[src/rtl/bsg_level_shift_en_seq.sv]
// Isolation-enable sequencer for a v0->v1 level shifter with a one-entry output register.
// Define BSG_LEVEL_SHIFT_PWR_GOOD_SYNC_EN to pass pwr_good_i through a 2-flop synchronizer.
module bsg_level_shift_en_seq #(
  parameter int width_p         = 16,
  parameter int settle_cycles_p = 4
) (
  input  logic               clk_i,
  input  logic               reset_i,
  input  logic               pwr_good_i,
  input  logic               iso_req_i,
  input  logic [width_p-1:0] v0_data_i,
  input  logic               v0_valid_i,
  output logic               v0_ready_o,
  output logic               v1_en_o,
  output logic [width_p-1:0] v1_data_o,
  output logic               v1_valid_o,
  input  logic               v1_ready_i,
  output logic               active_o
);

  typedef enum logic [1:0] {ISOLATED, SETTLE, ACTIVE, DRAIN} state_e;

  state_e     state_r, state_n;
  logic [7:0] cnt_r, cnt_n;
  logic       pg;
  logic       flush;
  logic       load;

`ifdef BSG_LEVEL_SHIFT_PWR_GOOD_SYNC_EN
  logic [1:0] pg_sync_r;
  always_ff @(posedge clk_i or posedge reset_i) begin
    if (reset_i) pg_sync_r <= '0;
    else         pg_sync_r <= {pg_sync_r[0], pwr_good_i};
  end
  assign pg = pg_sync_r[1];
`else
  assign pg = pwr_good_i;
`endif

  always_ff @(posedge clk_i or posedge reset_i) begin
    if (reset_i) begin
      state_r <= ISOLATED;
      cnt_r   <= '0;
    end else begin
      state_r <= state_n;
      cnt_r   <= cnt_n;
    end
  end

  always_comb begin
    state_n    = state_r;
    cnt_n      = cnt_r;
    v1_en_o    = 1'b0;
    v0_ready_o = 1'b0;
    flush      = 1'b0;
    case (state_r)
      ISOLATED: begin
        if (pg && !iso_req_i) begin
          state_n = SETTLE;
          cnt_n   = 8'(settle_cycles_p - 1);
        end
      end
      SETTLE: begin
        // loss of power or a new isolate request wins over an expiring count
        if (!pg || iso_req_i)  state_n = ISOLATED;
        else if (cnt_r == '0)  state_n = ACTIVE;
        else                   cnt_n   = cnt_r - 8'd1;
      end
      ACTIVE: begin
        v1_en_o = 1'b1;
        if (!pg) begin
          flush   = 1'b1;
          state_n = ISOLATED;
        end else begin
          v0_ready_o = !iso_req_i && (!v1_valid_o || v1_ready_i);
          if (iso_req_i) state_n = DRAIN;
        end
      end
      DRAIN: begin
        v1_en_o = 1'b1;
        if (!pg) begin
          flush   = 1'b1;
          state_n = ISOLATED;
        end else if (!v1_valid_o || v1_ready_i) begin
          state_n = ISOLATED;
        end
      end
      default: state_n = ISOLATED;
    endcase
  end

  assign load     = v0_valid_i && v0_ready_o;
  assign active_o = (state_r == ACTIVE);

  // Data is zeroed whenever the slot empties so v1_data_o reads 0 while invalid.
  always_ff @(posedge clk_i or posedge reset_i) begin
    if (reset_i) begin
      v1_valid_o <= 1'b0;
      v1_data_o  <= '0;
    end else if (flush) begin
      v1_valid_o <= 1'b0;
      v1_data_o  <= '0;
    end else if (load) begin
      v1_valid_o <= 1'b1;
      v1_data_o  <= v0_data_i & {width_p{v1_en_o}};
    end else if (v1_valid_o && v1_ready_i) begin
      v1_valid_o <= 1'b0;
      v1_data_o  <= '0;
    end
  end

endmodule

[config.mk]
export PLATFORM = sky130hd
export DESIGN_NAME = bsg_level_shift_en_seq
export DESIGN_NICKNAME = d
export VERILOG_FILES = /design/src/rtl/bsg_level_shift_en_seq.sv
export SDC_FILE = /design/constraint.sdc
export NUM_CORES = 1
export LEC_CHECK = 0
export ABC_AREA = 1
export CORE_MARGIN = 5
export CORE_UTILIZATION = 37
export DETAILED_ROUTE_END_ITERATION = 10
export GPL_TIMING_DRIVEN = 1
export PLACE_DENSITY_LB_ADDON = 0.2
export SYNTH_ARGS = -nofsm -noshare
export SYNTH_HDL_FRONTEND = slang
export SYNTH_SLANG_ARGS = --single-unit
[constraint.sdc]
create_clock -name clk_i -period 2.6 [get_ports clk_i]
set_input_delay 0.52 -clock clk_i [delete_from_list [all_inputs] [get_ports clk_i]]
set_output_delay 0.52 -clock clk_i [all_outputs]
set_load 0.01 [all_outputs]
; Yosys cells after proc, flatten, opt, wreduce, memory -nomap -nowiden
; Index checks and enable logic that the tools add are counted.
[word_totals]
register_bits = 27
in_bits = 22
out_inout_bits = 20
wordCells = 54
[op_classes]
add_sub_neg = 1
eq_ne = 9
mux = 23
bitwise = 1
n_reduce_logical = 16
[ops]
columns = operator, n
row1 = $mux 16, 3
row2 = $mux 8, 3
row3 = $and 16x16->16, 1
row4 = $pmux 8 s2, 1
row5 = $mux 2, 7
row6 = $ne 3x3->1 const B, 3
row7 = $logic_not 8->1, 1
row8 = $mux 1, 8
row9 = $pmux 2 s4, 1
row10 = $reduce_and 4->1, 2
row11 = $sub 8x1->8 const B, 1
row12 = $ne 2x2->1 const B, 3
row13 = $eq 2x2->1 const B, 2
row14 = $logic_and 1x1->1, 4
row15 = $logic_not 1->1, 3
row16 = $reduce_bool 3->1, 1
row17 = $eq 2x1->1 const B, 1
row18 = $logic_not 2->1, 1
row19 = $logic_or 1x1->1, 2
row20 = $reduce_bool 2->1, 1
row21 = $reduce_or 2->1, 1

; Longest topological paths before layout
[depth]
ltp_word = 8
mapped_depth = 9
depth_no_buf = 9

; Worst setup path after synthesis
; OpenSTA, ideal clock, no wires.
[synth_timing]
path_kind = input to output
startpoint = in iso_req_i
endpoint = out v0_ready_o
arrival_time_ns = 1.232
required_ns = 2.080
slack_ns = 0.848
cell_stages = 4
path_buffers = 1
path_cell_list = inv_1 -> nand2_2 -> nor3b_4 -> buf_4
[synth_between]
elab_chain_len = 4
[synth_lines]
columns = item, line
row1 = start: declaration, 10  ; input logic iso_req_i,
row2 = $logic_not 1->1, 75  ; v0_ready_o = !iso_req_i && (!v1_valid_o || v1_ready_i);
row3 = $logic_and 1x1->1, 75
row4 = $mux 1, 71  ; if (!pg) begin
row5 = $mux 1, 56  ; case (state_r)
row6 = end: declaration, 13  ; output logic v0_ready_o,
; Every way passes these cells.

; Final worst setup path
[layout_timing]
startpoint = in pwr_good_i
endpoint = out v0_ready_o
[layout_between]
elab_chain_len = 2
[layout_lines]
columns = item, line
row1 = start: declaration, 9  ; input logic pwr_good_i,
row2 = $mux 1, 71
row3 = $mux 1, 56
; Every way passes these cells.

==> insert_results.sql <==
INSERT INTO impl_metrics (metric_group, metric, value, unit) VALUES
('placed_design', 'buffer_ports.inserted', '41', ''),
('final_layout', 'drive_gt1_frac', '0.06818', ''),
('worst_hold_path', 'min_path_cells', '2', ''),
('sta', 'post-route-min-period', '2.454', 'ns'),
('worst_setup_path', 'worst_r2r_startpoint', 'cnt_r[2]', ''),
('job', 'max-cap-violations', '0', ''),
('synthesis', 'ys_types', '20', ''),
('routing', 'total_routed_wirelength', '3.246', 'mm'),
('floorplanning', 'die_h', '71.16', 'um'),
('global_route', 'initial_antenna_violation_count', '0', ''),
('placed_design', 'dpl_wire_length', '2.451', 'mm'),
('synthesis', 'netlist_top_cells_area', 'dfrtp_1, nand3_1, nand2_1, nor2_1, inv_1', ''),
('final_layout', 'design_area', '0.001904', 'mm2'),
('final_layout', 'syn_to_final_growth', '37.61', '%'),
('global_route', 'groute.usage.overall', '0.1405', ''),
('synthesis', 'synthDominantAreaCellType', 'dfrtp_1', ''),
('clock_network', 'cts-root-to-sink-buffers', '2', ''),
('worst_setup_path', 'max_stage_delay', '0.60', 'ns'),
('worst_setup_path', 'critical_path.top_delay_family', 'buffers and inverters', ''),
('worst_setup_path', 'cpMostUsedCell', 'clkdlybuf4s50_1', ''),
('worst_setup_path', 'cp-startpoint', 'pwr_good_i', ''),
('worst_setup_path', 'worstPathRequired', '2.08', 'ns'),
('synthesis', 'synthCells', '176', ''),
('floorplanning', 'die-area', '0.005063', 'mm2'),
('worst_setup_path', 'critical_path.endpoint_type', 'primary output', ''),
('floorplanning', 'initial_utilization', '0.3809', ''),
('clock_network', 'cts.reportedPaths.clkPinSlew', '0.09', 'ns'),
('routing', 'dr_total_vias', '1292', ''),
('sta', 'finalSetupViolCount', '0', ''),
('clock_network', 'cts_resized', '0', ''),
('routing', 'detail_route.wl_per_cell', '12.11', 'um'),
('clock_network', 'tritoncts_num_sinks', '27', ''),
('synthesis', 'ys_ff_latch', '27', ''),
('final_layout', 'n_antenna_cell', '0', ''),
('worst_hold_path', 'holdPathEnd', 'v1_data_o[2]', ''),
('routing', 'avgViaCountPerCell', '4.821', ''),
('worst_setup_path', 'timing.critical_path.arrival', '1.93', 'ns'),
('sta', 'hold_slack', '0.5018', 'ns'),
('worst_hold_path', 'path_type_of_the_worst_min_delay_path', 'reg -> reg', ''),
('clock_network', 'clock_insertion_delay_worst_skew', '0.27', 'ns'),
('sta', 'clock_skew', '0.003111', 'ns'),
('pwr', 'power.density_cell_area', '799.7', 'mW/mm2'),
('worst_setup_path', 'critical_path.max_fanout', '5', ''),
('worst_setup_path', 'crit_path_cell_trace', 'clkdlybuf4s50_1 > nand2_2 > nor3b_4 > clkdlybuf4s50_1', ''),
('status', 'result_of_the_run', 'complete, no violations', ''),
('synthesis', 'post_synth_net_total', '200', ''),
('placed_design', 'instance_area_at_placement', '0.001859', 'mm2'),
('clock_network', 'post_cts_hold_buffer_count', '0', ''),
('sta', 'setup_total_negative_slack', '0', 'ns'),
('global_route', 'wire_length_of_the_first_global_routing_pass', '5.713', 'mm'),
('worst_setup_path', 'worst-path-buf-inv', '2', ''),
('clock_network', 'clk_root_buffer_cell', 'clkbuf_8', ''),
('sta', 'relSlewSlack', '0.6670', ''),
('final_layout', 'post-route-util', '0.5241', ''),
('global_route', 'grt_overflow', '0', ''),
('sta', 'final-hold-violation-count', '0', ''),
('sta', 'fin_crit_sh', '0.9439', ''),
('clock_network', 'htree_levels', '1', ''),
('clock_network', 'postCtsSetupBuffers', '0', ''),
('global_route', 'grt_max_degree', '28', ''),
('synthesis', 'synth.cell_area', '0.001384', 'mm2'),
('routing', 'antenna_left', '0', ''),
('floorplanning', 'placement_rows', '22', ''),
('sta', 'rsz0062_at_grt', 'no', ''),
('routing', 'firstDrtPassIters', '4', ''),
('global_route', 'number_of_global_route_vias_before_repair', '1310', ''),
('pwr', 'worst_vdd_drop', '0.3541', 'mV'),
('placed_design', 'place.gp.congestion', '0.8306', ''),
('worst_setup_path', 'ff2ff_setup_slack', '0.99', 'ns'),
('floorplanning', 'core_area', '0.003633', 'mm2'),
('synthesis', 'avgSynthCellArea', '7.863', 'um2');
worst max-delay path by stage:
stage                       endpoint  slack (ns)  cells past startpoint
after floorplan           v0_ready_o        0.85                      4
after global placement    v0_ready_o        0.14                      5
after detailed placement  v0_ready_o        0.15                      4
after CTS                 v0_ready_o        0.12                      4
after global routing      v0_ready_o        0.04                      5
final                     v0_ready_o        0.15                      4
cell usage in the layout (no fill, tap or decap):
| cell type | netlist | layout |
|---|---|---|
| a21oi_1 | 2 | 2 |
| a21oi_2 | 2 | 2 |
| buf_4 | 1 | 6 |
| clkbuf_1 | 3 | 1 |
| clkbuf_8 | 0 | 3 |
| clkdlybuf4s50_1 | 0 | 41 |
| dfrtp_1 | 27 | 27 |
| ha_1 | 2 | 2 |
| inv_1 | 17 | 17 |
| inv_2 | 1 | 1 |
| nand2_1 | 41 | 41 |
| nand2_2 | 1 | 1 |
| nand2_4 | 1 | 1 |
| nand3_1 | 41 | 41 |
| nand4_1 | 3 | 3 |
| nor2_1 | 19 | 19 |
| nor3_1 | 1 | 1 |
| nor3b_4 | 1 | 1 |
| o21ai_0 | 8 | 8 |
| xor2_1 | 2 | 2 |
sequential cells by signal, summed over array words and instances, names as in the netlist:
| register | count |
|---|---|
| v1_valid_o | 1 |
| cnt_r | 8 |
| state_r | 2 |
| v1_data_o | 16 |
final cells by class:
| class | instances | area, um2 |
|---|---|---|
| multi-input cells | 124 | 600.6 |
| fillers | 383 | 1729 |
| repair buffers | 47 | 455.4 |
| clock buffers | 4 | 45.04 |
| flip-flops and latches | 27 | 675.6 |
| well taps | 48 | 60.06 |
| inverters | 18 | 67.56 |
worst reg2reg max path: cells and delay by family (launching register included):
family	cells	cell delay, ns
buf+inv	1	0.12
compound gates	1	0.19
flops	1	0.44
simple gates	5	0.78
metal layers:
layer / vias up / wire, um / track usage
li1: 657 / - / -
met1: 602 / 1457 / 0.1789
met2: 29 / 1453 / 0.2204
met3: 4 / 294 / 0.05256
met4: 0 / 41 / 0.04384
met5: - / 0 / 0
logic make-up (layout without fill, tap and decap cells):
| logic type | after synthesis | in the layout | share of synthesized area |
|---|---|---|---|
| flip-flops | 27 | 27 | 0.4882 |
| XOR/XNOR | 2 | 2 | 0.01266 |
| AO/OA/AOI/OAI | 12 | 12 | 0.04883 |
| buffers and inverters | 25 | 69 | 0.07776 |
| adder cells (fa/ha/maj) | 2 | 2 | 0.01808 |
| AND/OR/NAND/NOR | 108 | 108 | 0.3544 |
Yosys cell counts:
| cell type | number |
|---|---|
| a21oi_1 | 2 |
| a21oi_2 | 2 |
| buf_2 | 2 |
| buf_4 | 1 |
| buf_6 | 1 |
| clkbuf_1 | 3 |
| dfrtp_1 | 27 |
| ha_1 | 2 |
| inv_1 | 17 |
| inv_2 | 1 |
| nand2_1 | 41 |
| nand2_2 | 1 |
| nand2_4 | 1 |
| nand3_1 | 41 |
| nand4_1 | 3 |
| nor2_1 | 19 |
| nor3_1 | 1 |
| nor3b_4 | 1 |
| o21ai_0 | 8 |
| xor2_1 | 2 |
through the flow:
step	power [uW]	cells	setup WS [ns]
2_1_floorplan	988.8	176	0.8482
3_3_place_gp	1288	264	0.1396
3_5_place_dp	1297	264	0.1453
4_1_cts	1541	268	0.1225
5_1_grt	1657	268	0.04209
6_report	1523	268	0.1458
power by group:
| part | total, uW | switching, uW | leakage, uW | internal (uW) |
|---|---|---|---|---|
| registers | 645 | 94.1 | 0.000364 | 551 |
| logic | 637 | 323 | 0.000560 | 314 |
| clock network | 241 | 131 | 0.0000228 | 110 |
| total | 1520 | 548 | 0.000947 | 975 |
(Power assumes the default switching activity.)
